===== config.mk =====
export PLATFORM = sky130hd
export DESIGN_NAME = arbitro_barramento_rr4
export DESIGN_NICKNAME = d
export VERILOG_FILES = /design/src/rtl/arbitro_barramento_rr4_pkg.sv /design/src/rtl/arbitro_barramento_rr4_seletor_prioridade_rr.sv /design/src/rtl/arbitro_barramento_rr4.sv
export SDC_FILE = /design/constraint.sdc
export NUM_CORES = 1
export LEC_CHECK = 0
export ABC_AREA = 1
export CELL_PAD_IN_SITES_DETAIL_PLACEMENT = 1
export CELL_PAD_IN_SITES_GLOBAL_PLACEMENT = 1
export CORE_MARGIN = 4
export CORE_UTILIZATION = 30
export DETAILED_ROUTE_END_ITERATION = 8
export GPL_TIMING_DRIVEN = 0
export PLACE_DENSITY = 0.69
export SLEW_MARGIN = 20
export SYNTH_ARGS = -nofsm -noshare
export SYNTH_HDL_FRONTEND = slang
export SYNTH_HIERARCHICAL = 1
export SYNTH_SLANG_ARGS = --single-unit

===== constraint.sdc =====
create_clock -name clock -period 3 [get_ports clock]
set_clock_uncertainty 0.15 [all_clocks]
set_input_delay 0.75 -clock clock [delete_from_list [all_inputs] [get_ports clock]]
set_output_delay 0.75 -clock clock [all_outputs]
set_load 0.01 [all_outputs]

===== src/rtl/arbitro_barramento_rr4_pkg.sv =====
// rtl/arbitro_barramento_rr4_pkg.sv - shared constants and types for the 4-way round-robin bus arbiter
package arbitro_barramento_rr4_pkg;

  localparam int NUM_REQ_BUS = 4;
  localparam int SEL_W       = 2;

  typedef enum logic [1:0] {
    LIVRE     = 2'b00,
    CONCEDIDO = 2'b01,
    LIBERA    = 2'b10
  } estado_t;

  function automatic logic [NUM_REQ_BUS-1:0] onehot(input logic [SEL_W-1:0] i);
    return 4'b0001 << i;
  endfunction

endpackage


===== src/rtl/arbitro_barramento_rr4_seletor_prioridade_rr.sv =====
// rtl/arbitro_barramento_rr4_seletor_prioridade_rr.sv - combinational rotating priority encoder
module seletor_prioridade_rr
  import arbitro_barramento_rr4_pkg::*;
(
  input  logic [NUM_REQ_BUS-1:0] req,
  input  logic [SEL_W-1:0]       ponteiro,
  output logic                   valido,
  output logic [SEL_W-1:0]       idx
);

  logic [NUM_REQ_BUS-1:0] rot;
  logic [SEL_W-1:0]       k;
  logic [SEL_W-1:0]       j;

  // Rotate so ponteiro lands on bit 0, pick the lowest set bit, then rotate back.
  always_comb begin
    rot = '0;
    j   = '0;
    for (int i = 0; i < NUM_REQ_BUS; i++) begin
      j      = SEL_W'(i) + ponteiro;
      rot[i] = req[j];
    end
    k = '0;
    for (int i = NUM_REQ_BUS - 1; i >= 0; i--) begin
      if (rot[i]) k = SEL_W'(i);
    end
    valido = |rot;
    idx    = k + ponteiro;
  end

endmodule


===== src/rtl/arbitro_barramento_rr4.sv =====
// rtl/arbitro_barramento_rr4.sv - round-robin bus arbiter with tenure limit and turnaround gap
module arbitro_barramento_rr4
  import arbitro_barramento_rr4_pkg::*;
#(
  parameter int MAX_POSSE = 8,
  parameter int NUM_REQ   = 4
)
(
  input  logic                   clock,
  input  logic                   reset,
  input  logic [NUM_REQ_BUS-1:0] req,
  input  logic [NUM_REQ_BUS-1:0] fim,
  output logic [NUM_REQ_BUS-1:0] grant,
  output logic                   chave0,
  output logic                   chave1,
  output logic                   ocupado,
  output logic                   expirou
);

  if (NUM_REQ != NUM_REQ_BUS) begin : g_erro_cfg
    $error("arbitro_barramento_rr4: NUM_REQ must be 4");
  end

  localparam int CW = (MAX_POSSE < 2) ? 1 : $clog2(MAX_POSSE + 1);
  localparam logic [CW-1:0] CMAX   = (MAX_POSSE == 0) ? {CW{1'b1}} : CW'(MAX_POSSE);
  localparam logic [CW-1:0] LIMITE = (MAX_POSSE == 0) ? '0 : CW'(MAX_POSSE - 1);

  estado_t                estado_q, estado_d;
  logic [NUM_REQ_BUS-1:0] grant_q, grant_d;
  logic [SEL_W-1:0]       chave_q, chave_d;
  logic                   ocupado_q, ocupado_d;
  logic                   expirou_q, expirou_d;
  logic [SEL_W-1:0]       ponteiro_q, ponteiro_d;
  logic [CW-1:0]          contador_q, contador_d;

  logic                   valido;
  logic [SEL_W-1:0]       idx;
  logic                   rel_a, rel_b, rel_c;

  seletor_prioridade_rr u_seletor (
    .req      (req),
    .ponteiro (ponteiro_q),
    .valido   (valido),
    .idx      (idx)
  );

  always_comb begin
    estado_d   = estado_q;
    grant_d    = grant_q;
    chave_d    = chave_q;
    ocupado_d  = ocupado_q;
    expirou_d  = 1'b0;
    ponteiro_d = ponteiro_q;
    contador_d = contador_q;
    rel_a      = ~req[chave_q];
    rel_b      = fim[chave_q];
    rel_c      = (MAX_POSSE != 0) && (contador_q == LIMITE);
    case (estado_q)
      LIVRE: begin
        if (valido) begin
          estado_d   = CONCEDIDO;
          grant_d    = onehot(idx);
          chave_d    = idx;
          ocupado_d  = 1'b1;
          contador_d = '0;
        end
      end
      CONCEDIDO: begin
        // Selects keep the last owner through release so the mux never glitches.
        if (rel_a || rel_b || rel_c) begin
          estado_d   = LIBERA;
          grant_d    = '0;
          ocupado_d  = 1'b0;
          ponteiro_d = chave_q + 2'd1;
          expirou_d  = rel_c && !rel_a && !rel_b;
        end else if (contador_q != CMAX) begin
          contador_d = contador_q + 1'b1;
        end
      end
      LIBERA: estado_d = LIVRE;
      default: begin
        estado_d  = LIVRE;
        grant_d   = '0;
        ocupado_d = 1'b0;
      end
    endcase
  end

  always_ff @(posedge clock) begin
    if (reset) begin
      estado_q   <= LIVRE;
      grant_q    <= '0;
      chave_q    <= '0;
      ocupado_q  <= 1'b0;
      expirou_q  <= 1'b0;
      ponteiro_q <= '0;
      contador_q <= '0;
    end else begin
      estado_q   <= estado_d;
      grant_q    <= grant_d;
      chave_q    <= chave_d;
      ocupado_q  <= ocupado_d;
      expirou_q  <= expirou_d;
      ponteiro_q <= ponteiro_d;
      contador_q <= contador_d;
    end
  end

  assign grant   = grant_q;
  assign chave0  = chave_q[0];
  assign chave1  = chave_q[1];
  assign ocupado = ocupado_q;
  assign expirou = expirou_q;

endmodule

# Yosys cells after proc, flatten, opt, wreduce, memory -nomap -nowiden
# Index checks and enable logic that the tools add are counted.
# word_totals
reg_bits,16
inputBits,10
output_inout_bits,8
wordCells,74
# op_classes
n_addsub,6
magnitude_cmp,5
n_eq_ne,8
n_shift,1
muxes,29
n_bitwise,4
reduce_logical,14
# ops
op,count
4-bit 2-to-1 mux,5
"2-bit by 3-bit less-than comparator with 1-bit output, second input constant",5
1-bit binary-select mux with 2-bit select,6
2-bit 2-to-1 mux,6
4-bit case mux with 3 select lines,1
1-bit 2-to-1 mux,8
4-bit case mux with 2 select lines,1
"2-bit inequality test, second input constant",3
2-bit AND reduction,3
"2-bit adder, first input constant",2
"4-bit by 1-bit adder with 4-bit output, second input constant",1
"4-bit by 3-bit equality test with 1-bit output, second input constant",1
"4-bit inequality test, second input constant",1
1-bit inverter,4
2-bit case mux with 2 select lines,1
4-bit AND reduction,1
4-bit OR reduction,1
"1-bit by 2-bit left shift with 4-bit output, first input constant",1
1-bit case mux with 3 select lines,1
3-bit AND reduction,1
3-bit OR reduction,1
"1-bit by 2-bit adder with 2-bit output, first input constant",1
"2-bit by 1-bit adder with 2-bit output, second input constant",1
2-bit adder,1
other kinds (8),10

# Logic depth before layout (Yosys ltp)
# Gate-level depths: netlist (run 1).
# logic_depth
word_depth,11
ltp_mapped,17
depth_no_buf,16

# Cells and area by module
# Netlist (run 1), hierarchy kept.
# modules_own_cells
mod,instances,cells_each,area_each_um2,seq_area_each_um2
arbitro_barramento_rr4,1,107,798.3,320.3
seletor_prioridade_rr,1,56,259.0,0.0

# Worst setup path after synthesis (run 1)
# Ideal clock, no wire load.
# synth_path
kind,in2reg
from,input req[1]
to,"register grant_q[0], in the netlist grant[0]"
arrival_ns,2.085
required_ns,2.779
path_slack_ns,0.694
path_stages,15
n_path_buf,0
cell_sequence,inv_1 > nand2_1 > nand2_1 > nand2_1 > nand2_1 > nand3_1 > a21oi_1 > ha_1 > xor2_1 > inv_1 > nand3_1 > nand2_1 > nor2_1 > nand2_1 > a21oi_1
# synth_between
elab_chain_len,10
# synth_lines
element,line_no,source
start: declaration,arbitro_barramento_rr4.sv:11,"input logic [NUM_REQ_BUS-1:0] req,"
1-bit binary-select mux with 2-bit select,arbitro_barramento_rr4_seletor_prioridade_rr.sv:21,rot[i] = req[j];
1-bit 2-to-1 mux (not written as such),arbitro_barramento_rr4_seletor_prioridade_rr.sv:21,
2-bit 2-to-1 mux (3 in series),arbitro_barramento_rr4_seletor_prioridade_rr.sv:25,if (rot[i]) k = SEL_W'(i);
2-bit 2-to-1 mux *,arbitro_barramento_rr4_seletor_prioridade_rr.sv:25,
2-bit adder *,arbitro_barramento_rr4_seletor_prioridade_rr.sv:28,idx = k + ponteiro;
net idx[1],arbitro_barramento_rr4.sv:37,logic [SEL_W-1:0] idx;
1-bit by 2-bit left shift with 4-bit output *,arbitro_barramento_rr4_pkg.sv:14,return 4'b0001 << i;
4-bit 2-to-1 mux *,arbitro_barramento_rr4.sv:60,if (valido) begin
4-bit case mux with 3 select lines *,arbitro_barramento_rr4.sv:58,case (estado_q)
end signal: assignment,arbitro_barramento_rr4.sv:100,grant_q <= grant_d;
end: declaration,arbitro_barramento_rr4.sv:29,"logic [NUM_REQ_BUS-1:0] grant_q, grant_d;"
# Mark *: on every way through the listed nets, which the timed path passes. The rest lies on a longest branch. The select of a mux whose other input is x is not followed.
# A chain may end at the register's enable or synchronous reset.

# Worst setup path in the final report (run 1)
# layout_path
from,input req[0]
to,"register grant_q[0], in the netlist grant[0]"
# The elaborated chain is that of the path after synthesis.

==> results_dict.tcl, run 1 <==
set metrics [dict create \
    status "finished, final reports clean" \
    netlist_instances 163 \
    finalSetupViolations 0 \
    dpl.cell_count 225 \
    synth.avg_cell_area_um2 6.49 \
    critPathKind "in2reg" \
    setup_tns_ns 0 \
    drt-total-wl_um 2520 \
    cap_viol_max_count 0 \
    min_period_ns 2.75 \
    grt_pass1_wl_um 4500 \
    regToRegStartpoint "ponteiro_q[0]$_SDFFE_PP0P_" \
    startpoint_type "input port" \
    leakagePower_nw 0.623 \
    grt_max_degree 11 \
    reg2reg_depth 16 \
    io_pins 18 \
    antenna_found_initial 0 \
    irDropWorstVdd_v 0.000363 \
    clockBufferDepth 2 \
    initial_core_util 0.314 \
    seqPwrFrac 0.295 \
    hold-path-cell-count 2 \
    drtIter0Drc 34 \
    hpwl_um 2180 \
    max_slew_margin 0.689 \
    holdBufCountCts 0 \
    yosysSeqAreaShare 0.303 \
    io_buffers 16 \
    fmax_ghz 0.364 \
    h-tree-depth 1 \
    detail-route-antenna-nets 0 \
    clk_latency_ns 0.28 \
    drv_slew 0 \
    drt_pass1_iterations 3 \
    fin_nets 197 \
    n_antenna_cell 0 \
    ys_ff_latch 16 \
    drc 0 \
    num_rows 21 \
    yosys_warnings 6 \
    cts_tree "done" \
    synthDistinctLibCells 22 \
    gp_congestion 0.753 \
    critPathMaxStageDelay_ns 0.46 \
    grt_pass1_vias 1069 \
    regToRegSetupSlack_ns 0.70 \
    drive_above_1_share 0.153 \
    syn-cell-area_um2 1060 \
    overflow 0 \
    crit_top_cell "nand2_1" \
    yosys.area.top_type "dfxtp_1" \
    period_share 0.917 \
    track_usage 0.130 \
    crit_end "grant[0]$_SDFFE_PP0P_" \
    core_um2 3360 \
    cp_max_fo 3 \
    instances_no_fill 229 \
    power_w 0.00120 \
    arrival_ns 2.82 \
    endpoint_kind "register" \
    syn_nets 176 \
    worstPathRequired_ns 3.07 \
    fillers 460 \
    vias 1061 \
    rsz0062_at_grt "false" \
    clockPowerShare 0.117 \
    wire_per_inst_um 11.0 \
    clk_pin_slew_ns 0.09 \
    hold_viol_final 0 \
    sw_frac_of_total 0.459 \
    die_area_um2 4540 \
    cts_sinks 16 \
    r2r-end "grant[0]$_SDFFE_PP0P_" \
    p_comb_frac 0.588 \
    min_path_type "reg2reg" \
    internal_power_w 0.000650 \
    vias_per_cell 4.63 \
    cpMaxStageDelayCell "clkdlybuf4s50_1" \
    power.density_nw_per_um2 908 \
    synthToLayoutAreaGrowth_pct 25.0 \
    crit_chain "clkdlybuf4s50_1 > inv_1 > nand2_1 > nand2_1 > nand2_1 > nand2_1 > nand3_1 > a21oi_1 > ha_1 > xor2_2 > inv_1 > nand3_1 > nand2_1 > nor2_2 > nand2_1 > a21oi_1" \
    worst_pin_slew_ns 0.466 \
    switchingPower_w 0.000551 \
    crit_start "req[0]" \
    synthTopCellsByArea "dfxtp_1, nand2_1, nand3_1, inv_1, a21oi_1" \
    die_w_um 67.4 \
    cts-root-buf "clkbuf_4" \
    die_y_um 67.4 \
    numCtsBuffers 3 \
    synth_top_area_frac 0.303 \
]
## Yosys cell counts, drive strengths merged
master   n
nor3     1
clkbuf   1
nand2   59
a21oi   15
nand3   20
o21ai    3
nor2    12
buf      2
nand4    2
ha       3
dfxtp   16
a211oi   1
xor2     3
inv     24
nand3b   1
## sequential cells by signal (all words and copies together) (netlist names)
register	cells
ocupado	1
expirou	1
ponteiro_q	2
estado_q	2
grant	4
chave_q	2
contador_q	4
## area by class of cell
| type | count | area, µm² | share of cell area |
|---|---|---|---|
| Buffer | 3 | 26.3 | 0.0199 |
| Clock buffer | 4 | 36.3 | 0.0275 |
| Inverter | 24 | 92.6 | 0.0701 |
| Multi-Input combinational cell | 120 | 628 | 0.475 |
| Sequential cell | 16 | 320 | 0.242 |
| Tap cell | 46 | 57.6 | 0.0436 |
| Timing Repair Buffer | 16 | 160 | 0.121 |
## kinds of logic (layout without fill, tap and decap cells)
family | Yosys count | after routing | synth area share
adder cells (fa/ha/maj) | 3 | 3 | 0.0355
buffers and inverters | 27 | 47 | 0.112
XOR/XNOR | 3 | 3 | 0.0249
flip-flops | 16 | 16 | 0.303
AO/OA/AOI/OAI | 19 | 19 | 0.107
AND/OR/NAND/NOR | 95 | 95 | 0.418
## layout by cell type, fill, tap and decap left out, types with 2 or more instances in the layout
cell type / Yosys / final
nand2_1: 51 / 51
inv_1: 19 / 19
nand3_1: 17 / 17
dfxtp_1: 16 / 16
clkdlybuf4s50_1: 0 / 16
a21oi_1: 13 / 13
nor2_1: 10 / 9
nand2_2: 8 / 8
inv_2: 4 / 4
nand3_2: 3 / 3
o21ai_0: 3 / 3
ha_1: 3 / 3
clkbuf_4: 0 / 3
nor2_4: 2 / 2
xor2_1: 3 / 2
buf_6: 2 / 2
nand4_1: 2 / 2
## metal layers
metal / global-route usage / up-vias / part of all wire
li1: - / 555 / -
met3: 0.0200 / 5 / 0.011
met5: 0 / - / 0
met1: 0.144 / 495 / 0.43
met2: 0.244 / 6 / 0.55
met4: 0.0532 / 0 / 0.018
## worst max-delay path, delay by kind of cell
kind            cells  cell delay (ns)
xor+xnor            1             0.15
simple gates        9             0.79
fa+ha+maj           1             0.21
compound gates      2             0.30
buf+inv             3             0.61
## through the flow
| step | util | hold WS (ns) | setup slack [ns] | area [µm²] |
|---|---|---|---|---|
| final | 0.393 | 0.317 | 0.250 | 1320 |
| after global routing | 0.393 | 0.346 | 0.0263 | 1320 |
| after CTS | 0.390 | 0.324 | 0.170 | 1310 |
| after detailed placement | 0.379 | 0.309 | -0.123 | 1270 |
| after global placement | 0.379 | 0.303 | -0.0319 | 1270 |
| after floorplan | - | 0.330 | 0.694 | 1060 |
## how the worst min path moves through the flow
| stage | start | slack, ns | to |
|---|---|---|---|
| after floorplan | contador_q[3]$_SDFFE_PP0P_ | 0.33 | contador_q[3]$_SDFFE_PP0P_ |
| after CTS | grant[1]$_SDFFE_PP0P_ | 0.32 | grant[1]$_SDFFE_PP0P_ |
| after global routing | ocupado$_SDFFE_PP0P_ | 0.35 | ocupado$_SDFFE_PP0P_ |
| final | ocupado$_SDFFE_PP0P_ | 0.32 | ocupado$_SDFFE_PP0P_ |
| after detailed placement | grant[1]$_SDFFE_PP0P_ | 0.31 | grant[1]$_SDFFE_PP0P_ |
| after global placement | ocupado$_SDFFE_PP0P_ | 0.30 | ocupado$_SDFFE_PP0P_ |
## power by group through the flow
stage | clock (W) | sequential (W) | combinational (W)
after global placement | 0 | 0.000356 | 0.000686
after CTS | 0.000147 | 0.000355 | 0.000712
final | 0.000141 | 0.000354 | 0.000706
after global routing | 0.000158 | 0.000368 | 0.000811
after floorplan | 0 | 0.000364 | 0.000495
after detailed placement | 0 | 0.000361 | 0.000709
## timing repair
item,4_1_cts,5_1_grt
endpoints found under the setup margin,0,2
resized for setup,0,2
buffers inserted,0,0
No activity file was read; power rests on OpenSTA's default activity.
==> run 2: changes to the inputs <==
--- a/config.mk
+++ b/config.mk
@@ -9,10 +9,10 @@
 export CELL_PAD_IN_SITES_DETAIL_PLACEMENT = 1
 export CELL_PAD_IN_SITES_GLOBAL_PLACEMENT = 1
 export CORE_MARGIN = 4
-export CORE_UTILIZATION = 30
+export CORE_UTILIZATION = 39
 export DETAILED_ROUTE_END_ITERATION = 8
 export GPL_TIMING_DRIVEN = 0
-export PLACE_DENSITY = 0.69
+export PLACE_DENSITY = 0.85
 export SLEW_MARGIN = 20
 export SYNTH_ARGS = -nofsm -noshare
 export SYNTH_HDL_FRONTEND = slang
==> run 2 against run 1 <==
Against the previous run:
- combinational power up 2%
- utilization up 12 points
- global-route usage up 4.9 points
- sequential power about the same
- critical path type unchanged
- highest routed layer unchanged
==> results_dict.tcl, run 2 (synthesized netlist as in run 1, its figures left out) <==
set metrics [dict create \
    status "finished, final reports clean" \
    leakagePower_nw 0.623 \
    die_y_um 60.1 \
    crit_chain "clkdlybuf4s50_1 > inv_1 > nand2_1 > nand2_1 > nand2_1 > nand2_1 > nand3_1 > a21oi_1 > ha_1 > xor2_1 > inv_1 > nand3_1 > nand2_1 > nor2_1 > nand2_1 > a21oi_1" \
    endpoint_kind "register" \
    finalSetupViolations 0 \
    grt_pass1_vias 1077 \
    cp_max_fo 3 \
    worst_pin_slew_ns 0.495 \
    track_usage 0.179 \
    hpwl_um 2230 \
    met2_usage 0.307 \
    gp_congestion 0.803 \
    overflow 0 \
    power.density_nw_per_um2 949 \
    drt-total-wl_um 2870 \
    dpl.cell_count 209 \
    cts-root-buf "clkbuf_4" \
    cts_tree "done" \
    min_path_type "reg2reg" \
    fmax_ghz 0.364 \
    fin_nets 197 \
    fillers 352 \
    synthToLayoutAreaGrowth_pct 22.1 \
    n_antenna_cell 0 \
    period_share 0.915 \
    worstPathRequired_ns 3.09 \
    cts_setup_buffers 0 \
    grt_busiest_layer "met2" \
    grtUsageMet3 0.0410 \
    h-tree-depth 1 \
    min_period_ns 2.75 \
    initial_core_util 0.419 \
    die_w_um 60.1 \
    die_area_um2 3610 \
    critPathMaxStageDelay_ns 0.47 \
    holdBufCountCts 0 \
    cap_viol_max_count 0 \
    numCtsBuffers 3 \
    grt_pass1_wl_um 4870 \
    drv_slew 0 \
    drt_pass1_iterations 4 \
    wire_per_inst_um 13.5 \
    io_pins 18 \
    irDropWorstVdd_v 0.000496 \
    drc 0 \
    drtIter0Drc 24 \
    final_common_cell "nand2_1" \
    clockBufferDepth 2 \
    clk_latency_ns 0.30 \
    use_met1 0.230 \
    antenna_found_initial 0 \
    startpoint_type "input port" \
    num_rows 18 \
    vias_per_cell 5.09 \
    arrival_ns 2.83 \
    final_cell_mix "nand2_1, inv_1, nand3_1, dfxtp_1, clkdlybuf4s50_1" \
    drive_above_1_share 0.142 \
    io_buffers 16 \
    clk_pin_slew_ns 0.10 \
    instances_no_fill 213 \
    power_w 0.00122 \
    vias 1084 \
    hold_viol_final 0 \
    core_um2 2520 \
    crit_top_cell "nand2_1" \
    cts_sinks 16 \
    grt_max_degree 11 \
    rsz0062_at_grt "false" \
    max_slew_margin 0.670 \
    cpMaxStageDelayCell "clkdlybuf4s50_1" \
    ctsResizeCount 0 \
    detail-route-antenna-nets 0 \
    critPathKind "in2reg" \
]
## run 2: cell counts in the layout (fill, tap and decap cells not counted)
No cell type changed its count.
## run 2: routing by layer
layer,wire length [µm],vias up
met2,1350,25
met5,0,-
met3,148,4
met1,1350,501
li1,-,554
met4,20,0
## run 2: worst max-delay path, delay by kind of cell
family	cells	cell delay [ns]
simple gates	9	0.80
buf+inv	3	0.63
compound gates	2	0.28
xor+xnor	1	0.19
fa+ha+maj	1	0.17
## run 2: layout make-up
class,instances,area [µm²],share of cell area
Buffer,3,26.3,0.0203
Clock buffer,4,36.3,0.0281
Timing Repair Buffer,16,160,0.124
Tap cell,30,37.5,0.0291
Inverter,24,92.6,0.0717
Multi-Input combinational cell,120,618,0.479
Sequential cell,16,320,0.248
## run 2: stage by stage
step | hold WS [ns] | instance area (µm²) | setup TNS (ns) | worst slack (ns) | util
global placement | 0.299 | 1250 | 0 | 0.00594 | 0.498
finish | 0.321 | 1290 | 0 | 0.254 | 0.512
detailed placement | 0.306 | 1250 | -0.128 | -0.0609 | 0.498
CTS | 0.321 | 1290 | 0 | 0.247 | 0.512
floorplan | 0.330 | 1060 | 0 | 0.694 | -
global route | 0.348 | 1290 | 0 | 0.0161 | 0.512
## run 2: final timing paths
| check | depth (start not counted) | slack [ns] | endpoint | from |
|---|---|---|---|---|
| setup / recovery | 16 | 0.25 | grant[0]$_SDFFE_PP0P_ | req[1] |
| hold / removal | 2 | 0.32 | ocupado$_SDFFE_PP0P_ | ocupado$_SDFFE_PP0P_ |
| setup reg to reg | 16 | 0.67 | grant[0]$_SDFFE_PP0P_ | ponteiro_q[0]$_SDFFE_PP0P_ |
| hold reg to reg | 2 | 0.32 | ocupado$_SDFFE_PP0P_ | ocupado$_SDFFE_PP0P_ |
## run 2: where the power goes
group | total, W | switching [W] | internal [W]
combinational | 0.000719 | 0.000434 | 0.000285
clock | 0.000151 | 0.0000771 | 0.0000742
sequential | 0.000355 | 0.0000685 | 0.000287
total | 0.00122 | 0.000579 | 0.000646
